--- src/rtl/vga_write_arbiter.sv ---
// vga_write_arbiter
// Shares the VGA adapter's single pixel-write port among N_REQ drawing
// engines. A requester that wins arbitration keeps the port for its whole
// burst (until it presents a pixel with 'last'), so sprite/erase sequences
// are never interleaved. A granted requester that stalls for STALL_MAX
// cycles loses its grant and sees a one-cycle abort pulse.
//
// Build option: define ARB_FIXED_PRIO_EN to select lowest-index-wins
// arbitration at burst boundaries instead of round-robin.
module vga_write_arbiter #(
  parameter int N_REQ     = 3,
  parameter int NX        = 10,
  parameter int NY        = 9,
  parameter int CD        = 9,
  parameter int STALL_MAX = 1023
) (
  input  logic                  clk,
  input  logic                  reset,
  input  logic [N_REQ-1:0]      req,
  input  logic [N_REQ-1:0]      last,
  input  logic [N_REQ*NX-1:0]   req_x,
  input  logic [N_REQ*NY-1:0]   req_y,
  input  logic [N_REQ*CD-1:0]   req_color,
  output logic [N_REQ-1:0]      gnt,
  output logic [N_REQ-1:0]      abort,
  output logic [NX-1:0]         vga_x,
  output logic [NY-1:0]         vga_y,
  output logic [CD-1:0]         vga_color,
  output logic                  vga_write
);

  localparam int IW = $clog2(N_REQ);
  localparam int SW = $clog2(STALL_MAX + 1);

  localparam logic [0:0] ST_IDLE  = 1'b0;
  localparam logic [0:0] ST_BURST = 1'b1;

  localparam logic [N_REQ-1:0] ONE_HOT0  = N_REQ'(1);
  localparam logic [SW-1:0]    STALL_TOP = SW'(STALL_MAX - 1);

  logic [0:0]    r_state;
  logic [IW-1:0] r_rr_ptr;
  logic [IW-1:0] r_gidx;
  logic [SW-1:0] r_stall_cnt;

  logic [IW-1:0] w_win_idx;
  logic          w_win_found;
  logic [IW:0]   w_cand;
  logic          w_accept;
  logic          w_stall;
  logic          w_timeout;

  // Pick the IDLE winner: first set req bit after rr_ptr (or lowest index in fixed mode).
  always_comb begin
    w_win_idx   = '0;
    w_win_found = 1'b0;
    w_cand      = '0;
`ifdef ARB_FIXED_PRIO_EN
    for (int k = N_REQ - 1; k >= 0; k--) begin
      if (req[k]) begin
        w_win_idx   = IW'(k);
        w_win_found = 1'b1;
      end else begin
        w_win_idx   = w_win_idx;
      end
    end
`else
    for (int k = 1; k <= N_REQ; k++) begin
      w_cand = {1'b0, r_rr_ptr} + (IW+1)'(k);
      if (w_cand >= (IW+1)'(N_REQ)) begin
        w_cand = w_cand - (IW+1)'(N_REQ);
      end else begin
        w_cand = w_cand;
      end
      if (!w_win_found && req[w_cand[IW-1:0]]) begin
        w_win_idx   = w_cand[IW-1:0];
        w_win_found = 1'b1;
      end else begin
        w_win_idx   = w_win_idx;
      end
    end
`endif
  end

  // Burst-phase qualifiers for the currently granted requester.
  always_comb begin
    w_accept  = (r_state == ST_BURST) && req[r_gidx] && gnt[r_gidx];
    w_stall   = (r_state == ST_BURST) && !req[r_gidx];
    w_timeout = w_stall && (r_stall_cnt == STALL_TOP);
  end

  // Arbitration FSM, stall watchdog and registered pixel-port outputs.
  always_ff @(posedge clk) begin
    if (reset) begin
      r_state     <= ST_IDLE;
      r_rr_ptr    <= IW'(N_REQ - 1);
      r_gidx      <= '0;
      r_stall_cnt <= '0;
      gnt         <= '0;
      abort       <= '0;
      vga_write   <= 1'b0;
      vga_x       <= '0;
      vga_y       <= '0;
      vga_color   <= '0;
    end else begin
      abort     <= '0;
      vga_write <= w_accept;
      if (w_accept) begin
        vga_x     <= req_x[r_gidx*NX +: NX];
        vga_y     <= req_y[r_gidx*NY +: NY];
        vga_color <= req_color[r_gidx*CD +: CD];
      end
      case (r_state)
        ST_IDLE: begin
          r_stall_cnt <= '0;
          if (w_win_found) begin
            gnt     <= ONE_HOT0 << w_win_idx;
            r_gidx  <= w_win_idx;
            r_state <= ST_BURST;
          end else begin
            gnt <= '0;
          end
        end
        ST_BURST: begin
          if (w_accept) begin
            r_stall_cnt <= '0;
            if (last[r_gidx]) begin
              gnt      <= '0;
              r_rr_ptr <= r_gidx;
              r_state  <= ST_IDLE;
            end
          end else if (w_timeout) begin
            // Watchdog expired: revoke the grant and tell the requester.
            abort       <= gnt;
            gnt         <= '0;
            r_rr_ptr    <= r_gidx;
            r_stall_cnt <= '0;
            r_state     <= ST_IDLE;
          end else begin
            r_stall_cnt <= r_stall_cnt + SW'(1);
          end
        end
        default: begin
          gnt     <= '0;
          r_state <= ST_IDLE;
        end
      endcase
    end
  end

endmodule
--- config.mk ---
export PLATFORM = sky130hd
export DESIGN_NAME = vga_write_arbiter
export DESIGN_NICKNAME = d
export VERILOG_FILES = /design/src/rtl/vga_write_arbiter.sv
export SDC_FILE = /design/constraint.sdc
export NUM_CORES = 1
export LEC_CHECK = 0
export CAP_MARGIN = 10
export CORE_UTILIZATION = 40
export CTS_CLUSTER_DIAMETER = 50
export CTS_CLUSTER_SIZE = 20
export DETAILED_ROUTE_END_ITERATION = 8
export PLACE_DENSITY = 0.82
export SLEW_MARGIN = 15
export SYNTH_ARGS = -nofsm -noshare
export SYNTH_HDL_FRONTEND = slang
export SYNTH_SLANG_ARGS = --single-unit
--- constraint.sdc ---
create_clock -name clk -period 3 [get_ports clk]
set_input_delay 0.6 -clock clk [delete_from_list [all_inputs] [get_ports clk]]
set_output_delay 0.6 -clock clk [all_outputs]
set_load 0.05 [all_outputs]
==> flow_summary.json, run 1 <==
{
  "status": "finished clean",
  "cp.required_ns": 3.24,
  "cp-start-kind": "input pin",
  "synth.net_count": 383,
  "final_common_cell": "clkdlybuf4s50_1",
  "final_antenna_net_count": 0,
  "dieHeight_um": 81.7,
  "overflow": 0,
  "dieWidth_um": 81.7,
  "ys_types": 42,
  "grt_pass1_vias": 2281,
  "synth_seq_cells": 50,
  "maxSlewHeadroom_pct": 35.0,
  "n_antenna_cell": 0,
  "vias_per_cell": 5.12,
  "io_buffers": 126,
  "boundaryPins": 127,
  "final_cell_mix": "clkdlybuf4s50_1 (126), dfxtp_1 (49), nand2_1 (37), mux2i_1 (33), o21ai_0 (29)",
  "peakVddDrop_uv": 238,
  "grt_max_degree": 30,
  "rsz0062_at_grt": "no",
  "dieArea_um2": 6680,
  "ys_seq_area_share_pct": 39.4,
  "p_leak_uw": 0.00143,
  "cts_hold_buf": 0,
  "rows": 28,
  "tns_ns": 0,
  "drcViolationCount": 0,
  "post_drt_wl_per_cell_um": 14.1,
  "yosys.area.top_type": "dfxtp_1",
  "grt_pass1_wl_um": 10600,
  "arrival_ns": 2.78,
  "cts_tree": "done",
  "finalCritPeriodShare_pct": 84.6,
  "clk_pin_slew_ns": 0.09,
  "postSynthCellCount": 286,
  "post-route-min-period_ns": 2.54,
  "postSynthAreaPerCell_um2": 8.89,
  "postPlaceCellArea_um2": 3850,
  "setup_viol": 0,
  "worstPathMaxFanout": 28,
  "worstSetupPathType": "input pin to flop",
  "synth_top_cell_area_share_pct": 39.4,
  "layout-drive-gt1-share_pct": 5.19,
  "routed_wl_um": 6770,
  "area_growth_syn_to_layout_pct": 56.1,
  "clk_path_buf_depth": 2,
  "hold-worst-slack_ns": 0.485,
  "ys_warn_count": 0,
  "mappedNetlistArea_um2": 2540,
  "drtIter0Drc": 86,
  "skew_ns": 0.00866,
  "post_cts_buffers": 0,
  "post-dp-hpwl_um": 5070,
  "finalMaxSlewViolations": 0,
  "dr.pass1.iters": 4,
  "postLayoutCellArea_um2": 3970,
  "final_cells": 480,
  "min_path_type": "flop to flop",
  "synth_edf_count": 0,
  "htree_levels": 2,
  "core_um2": 6030,
  "hold_viol": 0,
  "synth.area.top_cells": "dfxtp_1 (39%), mux2i_1 (13%), a22o_1 (9.6%)",
  "gp_congestion": 0.769,
  "clock_tree.root_cell": "clkbuf_8",
  "insertion_delay_ns": 0.30,
  "place_ws_ns": 0.157,
  "worstMarginPinSlew_ns": 0.976,
  "grt_use_total_pct": 20.4,
  "fmax_ghz": 0.394,
  "synth-async-reset-ratio_pct": 0,
  "worstSetupEndpointType": "flop",
  "antenna_found_initial": 0,
  "clock_sinks": 50,
  "synth_top_flop_cell": "dfxtp_1",
  "num_vias": 2457,
  "finalNetCount": 501,
  "timing.final.ws_setup_ns": 0.461,
  "maxCapViolations": 0,
  "cts_made_buffers": 5,
  "p_per_area_nw_per_um2": 383,
  "initial_core_util_pct": 42.2,
  "postCtsResizedCells": 0,
  "dpl.cell_count": 472
}
cell families after synthesis:
logic type	count (synthesis)	share of synthesized area (%)
compound gates	77	21.1
flops	50	39.4
mux	34	13.4
xor+xnor	8	2.76
buf+inv	27	4.77
simple gates	85	16.1
fa+ha+maj	5	2.46
cell type report:
| class | count | area, um^2 |
|---|---|---|
| clock inverter | 3 | 48.8 |
| tap | 75 | 93.8 |
| inverter | 6 | 22.5 |
| timing repair buffer | 132 | 1310 |
| multi-input combinational | 209 | 1430 |
| fill | 518 | 2060 |
| sequential | 50 | 1000 |
| clock buffer | 5 | 68.8 |
final timing paths:
check                                to  depth (start not counted)                    from  slack [ns]
setup / recovery  vga_x[6]$_SDFFE_PP0P_                          6                  req[2]        0.46
hold / removal    vga_x[9]$_SDFFE_PP0P_                          1   vga_x[9]$_SDFFE_PP0P_        0.49
setup reg to reg  vga_x[6]$_SDFFE_PP0P_                          5  r_gidx[0]$_SDFFE_PP0P_        0.56
hold reg to reg   vga_x[9]$_SDFFE_PP0P_                          1   vga_x[9]$_SDFFE_PP0P_        0.49
worst max-delay path, stage by stage:
cell	delay (ns)
clkdlybuf4s50_1	0.52
mux2i_1	0.19
o2bb2ai_1	0.13
o21ai_1	0.25
o21a_1	0.81
a22o_1	0.27
flip-flops by register name, summed over array words and instances (netlist names):
register     flops
vga_x           10
vga_color        9
vga_write        1
r_rr_ptr         2
r_state          1
abort            3
vga_y            9
r_gidx           2
r_stall_cnt     10
gnt              3
per-layer routing:
layer / GRT usage, % / routed length [um] / vias up / share of wire [%]
met5: 0 / 0 / - / 0
met4: 5.44 / 35 / 0 / 0.52
met3: 5.44 / 616 / 2 / 9.1
met2: 35.7 / 3260 / 87 / 48
met1: 24.5 / 2850 / 1112 / 42
li1: - / - / 1256 / -
stage by stage:
step | total power [uW] | util [%]
after floorplan | 881 | -
after global placement | 1060 | 63.9
after detailed placement | 1060 | 63.9
after CTS | 1530 | 65.8
after global routing | 1590 | 65.8
final | 1520 | 65.8
Yosys cell counts (4+ instances only):
master    number
nor2_1        18
a22o_1        28
ha_1           5
buf_2          6
inv_1          6
nand2_1       37
clkbuf_1      12
nand3_1        9
mux2i_1       33
xor2_1         5
dfxtp_1       50
o21ai_0       29
a21oi_1        5
and2_1         4
power by group:
part | switching, uW | total (uW) | internal, uW | leakage (uW)
sequential | 21.3 | 702 | 681 | 0.000405
clock | 224 | 477 | 254 | 0.0000563
combinational | 154 | 339 | 184 | 0.000973
total | 399 | 1520 | 1120 | 0.00143
No activity file was read; power rests on OpenSTA's default activity.
==> run 2: changes to the inputs <==
CORE_UTILIZATION = 36   (was 40)
PLACE_DENSITY = 0.78   (was 0.82)
clock period = 2.3 ns   (was 3 ns; I/O delays follow)
==> run 2 against run 1 <==
Net effect: clock skew up 0.0028 ns; clock-buffer cell count is 2 higher; via count rose by 1.6%; critical path type is now flop to flop; sequential share of layout area fell by 0.53 points; global-route usage shrank 1.6 points; non-clock buffer count rose by 8.
==> flow_summary.json, run 2 (synthesis gave the netlist of run 1 again) <==
{
  "fmax_ghz": 0.471,
  "post-dp-hpwl_um": 5310,
  "postLayoutCellArea_um2": 4050,
  "top_regs": "r_stall_cnt x10, vga_x x10",
  "dieHeight_um": 86.0,
  "min_path_type": "flop to flop",
  "post_drt_wl_per_cell_um": 13.5,
  "layout-drive-gt1-share_pct": 7.51,
  "initial_core_util_pct": 37.4,
  "rsz0062_at_grt": "no",
  "final_antenna_net_count": 0,
  "finalNetCount": 509,
  "clk_path_buf_depth": 2,
  "multiInputGateArea_um2": 1440,
  "cp.required_ns": 2.54,
  "grt_use_total_pct": 18.9,
  "grt_pass1_vias": 2401,
  "use_met2_pct": 33.5,
  "worstPathMaxFanout": 4,
  "gp_congestion": 0.868,
  "globalRouteMet1Util_pct": 22.1,
  "worstSetupEndpointType": "flop",
  "grt_max_degree": 30,
  "final_common_cell": "clkdlybuf4s50_1",
  "p_total_uw": 1920,
  "arrival_ns": 2.36,
  "dr.pass1.iters": 4,
  "clk_pin_slew_ns": 0.09,
  "rows": 30,
  "seqCellArea_um2": 1000,
  "cp-start-kind": "flop",
  "cts_made_buffers": 5,
  "postPlaceCellArea_um2": 3940,
  "hold_viol": 0,
  "grt_pass1_wl_um": 11000,
  "setup_viol": 0,
  "routed_wl_um": 6870,
  "boundaryPins": 127,
  "p_per_area_nw_per_um2": 475,
  "num_vias": 2496,
  "skew_ns": 0.0114,
  "antenna_found_initial": 0,
  "maxSlewHeadroom_pct": 64.4,
  "status": "finished clean",
  "maxCapViolations": 0,
  "post-route-min-period_ns": 2.12,
  "worstMarginPinSlew_ns": 0.532,
  "dieWidth_um": 86.0,
  "core_um2": 6790,
  "finalMaxSlewViolations": 0,
  "final_util_pct": 59.7,
  "n_antenna_cell": 0,
  "worstSetupPathType": "flop to flop",
  "peakVddDrop_uv": 277,
  "drtIter0Drc": 82,
  "insertion_delay_ns": 0.30,
  "clock_tree.root_cell": "clkbuf_8",
  "finalCritPeriodShare_pct": 92.4,
  "top_usage_layer": "met2",
  "grt_util_met3_pct": 6.45,
  "htree_levels": 2,
  "final_cell_mix": "clkdlybuf4s50_1 (126), dfxtp_1 (49), nand2_1 (37), mux2i_1 (33), o21ai_0 (29)",
  "cts_tree": "done",
  "area_growth_syn_to_layout_pct": 59.4,
  "vias_per_cell": 4.90,
  "drcViolationCount": 0,
  "nFillCells": 612,
  "overflow": 0,
  "p_leak_uw": 0.00147,
  "clock_sinks": 50,
  "io_buffers": 126,
  "dieArea_um2": 7400
}
## run 2: changes by cell type in the layout (fill, tap and decap cells not counted), sizes merged
cell	previous run	this run
clkinvlp	1	0
bufinv	1	0
inv	7	6
clkbuf	5	7
clkinv	0	1
buf	6	14
## run 2: per-stage QoR
| step | setup slack (ns) | setup TNS, ns | instances | hold slack, ns |
|---|---|---|---|---|
| CTS | 0.0802 | 0 | 509 | 0.487 |
| global placement | -0.0509 | -0.0509 | 501 | 0.458 |
| detailed placement | -0.169 | -0.782 | 501 | 0.462 |
| finish | 0.175 | 0 | 509 | 0.483 |
| floorplan | 0.115 | 0 | 286 | 0.441 |
| global route | 0.0186 | 0 | 509 | 0.495 |
## run 2: routing by layer
layer	up-vias	wire length, um
met3	5	526
met4	0	48
met1	1140	2890
met5	-	0
met2	76	3400
li1	1275	-
## run 2: cell type report
| cell class | count | share of cell area [%] |
|---|---|---|
| Sequential cell | 50 | 24.7 |
| Tap cell | 96 | 2.96 |
| Inverter | 6 | 0.556 |
| Clock buffer | 7 | 2.38 |
| Clock inverter | 1 | 0.216 |
| Multi-Input combinational cell | 209 | 35.4 |
| Timing Repair Buffer | 140 | 33.7 |
## run 2: final timing paths
| path | slack [ns] | startpoint | cells after the start | end |
|---|---|---|---|---|
| min reg2reg | 0.48 | vga_y[8]$_SDFFE_PP0P_ | 1 | vga_y[8]$_SDFFE_PP0P_ |
| max reg2reg | 0.18 | r_rr_ptr[0]$_SDFFE_PP0P_ | 7 | gnt[0]$_SDFFE_PP0P_ |
| max | 0.18 | r_rr_ptr[0]$_SDFFE_PP0P_ | 7 | gnt[0]$_SDFFE_PP0P_ |
| min | 0.48 | vga_y[8]$_SDFFE_PP0P_ | 1 | vga_y[8]$_SDFFE_PP0P_ |
## run 2: where the power goes
| part | internal, uW | total, uW | switching [uW] |
|---|---|---|---|
| combinational | 252 | 467 | 215 |
| clock | 276 | 550 | 275 |
| sequential | 888 | 906 | 18.7 |
| total | 1420 | 1920 | 509 |
## run 2: repair_timing
action,in CTS,in global routing
resized for setup,0,2
buffers inserted,0,0
hold buffers,0,0
setup endpoints to repair,0,2
## run 2: critical path, stage by stage, from the launching register on
cell and delay, ns:
dfxtp_1 0.40, inv_1 0.12, ha_1 0.36, and4b_1 0.23, a211oi_2 0.25, nand2_1 0.10, or3b_2 0.48, a21oi_1 0.13
==> run 3: changes to the inputs <==
CELL_PAD_IN_SITES_DETAIL_PLACEMENT = 0   (was default)
CELL_PAD_IN_SITES_GLOBAL_PLACEMENT = 1   (was default)
CORE_UTILIZATION = 26   (was 36)
PLACE_DENSITY = 0.79   (was 0.78)
==> run 3 against run 2 <==
Net effect: core utilization shrank 16 points; sequential power about the same; design area grew 0.86%; total power fell by 3.8%; first-iteration DRC count is 35% lower; critical path type unchanged; critical endpoint unchanged; largest cell class unchanged; highest routed layer unchanged.
==> flow_summary.json, run 3 (synthesis gave the netlist of run 1 again) <==
{
  "dr_wl_met3_um": 602,
  "grt_pass1_wl_um": 11200,
  "maxCapViolations": 0,
  "dieArea_um2": 10200,
  "post-dp-hpwl_um": 5590,
  "gp_congestion": 0.764,
  "worstSetupPathType": "flop to flop",
  "hold-worst-slack_ns": 0.481,
  "maxSlewHeadroom_pct": 64.5,
  "cts_hold_buf": 0,
  "m1WireLength_um": 3170,
  "drcViolationCount": 0,
  "place_ws_ns": -0.0729,
  "final_common_cell": "clkdlybuf4s50_1",
  "r2r-start": "r_rr_ptr[0]$_SDFFE_PP0P_",
  "dr.pass1.iters": 4,
  "p_leak_uw": 0.00146,
  "finalNetCount": 509,
  "peakVddDrop_uv": 201,
  "final_util_pct": 43.6,
  "top_regs": "r_stall_cnt x10, vga_x x10",
  "whs_endpoint": "r_stall_cnt[0]$_SDFF_PP0_",
  "initial_core_util_pct": 27.1,
  "tns_ns": 0,
  "rsz0062_at_grt": "no",
  "n_antenna_cell": 0,
  "io_buffers": 126,
  "cp.required_ns": 2.54,
  "insertion_delay_ns": 0.30,
  "postCtsResizedCells": 0,
  "nFillCells": 944,
  "skew_ns": 0.00793,
  "grt_use_total_pct": 13.9,
  "fmax_ghz": 0.474,
  "boundaryPins": 127,
  "core_um2": 9370,
  "cp-start-kind": "flop",
  "status": "finished clean",
  "postPlaceCellArea_um2": 4000,
  "arrival_ns": 2.34,
  "clock_tree.root_cell": "clkbuf_8",
  "clk_path_buf_depth": 2,
  "num_vias": 2476,
  "cts_made_buffers": 5,
  "cts_tree": "done",
  "grt_max_degree": 30,
  "layout-drive-gt1-share_pct": 6.80,
  "post_cts_buffers": 0,
  "setup_viol": 0,
  "worstSetupEndpointType": "flop",
  "reg2reg_depth": 7,
  "routed_wl_um": 7240,
  "timing.final.ws_setup_ns": 0.192,
  "critPathTopFamily": "simple AND/OR/NAND/NOR gates",
  "antenna_found_initial": 0,
  "worstPathMaxFanout": 9,
  "final_antenna_net_count": 0,
  "p_per_area_nw_per_um2": 453,
  "min_path_type": "flop to flop",
  "finalMaxSlewViolations": 0,
  "final_cell_mix": "clkdlybuf4s50_1 (126), dfxtp_1 (49), nand2_1 (37), mux2i_1 (33), o21ai_0 (29)",
  "dieHeight_um": 101,
  "postLayoutCellArea_um2": 4090,
  "slowest_delay_ns": 0.47,
  "dieWidth_um": 101,
  "finalCritPeriodShare_pct": 91.7,
  "path_cells": "inv_1 > ha_1 > and4b_1 > a211oi_2 > nand2_1 > or3b_2 > a21oi_1",
  "area_growth_syn_to_layout_pct": 60.8,
  "hold_viol": 0,
  "post-route-min-period_ns": 2.11,
  "worstMarginPinSlew_ns": 0.530,
  "top_layer": "met4",
  "clock_sinks": 50,
  "post_drt_wl_per_cell_um": 13.4,
  "crit_buf_inv": 1,
  "slowest_stage": "or3b_2",
  "htree_levels": 2,
  "drtIter0Drc": 53,
  "wl_met2_um": 3410,
  "reg2reg_setup_slack_ns": 0.19,
  "overflow": 0,
  "grt_pass1_vias": 2432,
  "rows": 35,
  "reg2reg_to": "gnt[0]$_SDFFE_PP0P_",
  "clk_pin_slew_ns": 0.09,
  "worstHoldStart": "r_stall_cnt[0]$_SDFF_PP0_",
  "vias_per_cell": 4.58,
  "whs_path_depth": 1
}
run 3: changes by cell type in the layout (fill, tap and decap cells not counted), sizes merged:
cell,previous run,this run
clkbuf,7,6
clkinvlp,0,1
clkinv,1,0
run 3: worst max-delay path by stage:
stage | endpoint | cells past startpoint | start | slack [ns]
2_1_floorplan | r_gidx[0]$_SDFFE_PP0P_ | 7 | r_rr_ptr[0]$_SDFFE_PP0P_ | 0.12
3_3_place_gp | gnt[0]$_SDFFE_PP0P_ | 6 | req[1] | -0.04
3_5_place_dp | gnt[0]$_SDFFE_PP0P_ | 6 | req[1] | -0.07
4_1_cts | gnt[0]$_SDFFE_PP0P_ | 7 | r_rr_ptr[1]$_SDFFE_PP1P_ | 0.09
5_1_grt | gnt[0]$_SDFFE_PP0P_ | 7 | r_rr_ptr[1]$_SDFFE_PP1P_ | 0.04
6_report | gnt[0]$_SDFFE_PP0P_ | 7 | r_rr_ptr[0]$_SDFFE_PP0P_ | 0.19
run 3: power breakdown:
part,switching [uW],internal [uW]
Clock,267,209
Combinational,214,253
Sequential,20.6,888
run 3: final cells by class:
| type | instances | area (um^2) | area share [%] |
|---|---|---|---|
| well taps | 129 | 161 | 3.95 |
| repair buffers | 140 | 1390 | 34.0 |
| clock buffers | 6 | 72.6 | 1.78 |
| clock inverters | 1 | 7.51 | 0.184 |
| multi-input cells | 209 | 1430 | 35.0 |
| inverters | 6 | 22.5 | 0.551 |
| flip-flops and latches | 50 | 1000 | 24.5 |
run 3: metal layers:
metal,GRT usage [%],vias to the layer above
met4,3.68,0
met5,0,-
met1,16.2,1111
met3,3.88,7
li1,-,1273
met2,24.8,85
run 3: metrics by stage:
stage,std cells,power (uW)
after floorplan,286,1150
after global routing,541,1960
after CTS,541,1890
after global placement,534,1400
final,541,1850
after detailed placement,534,1400
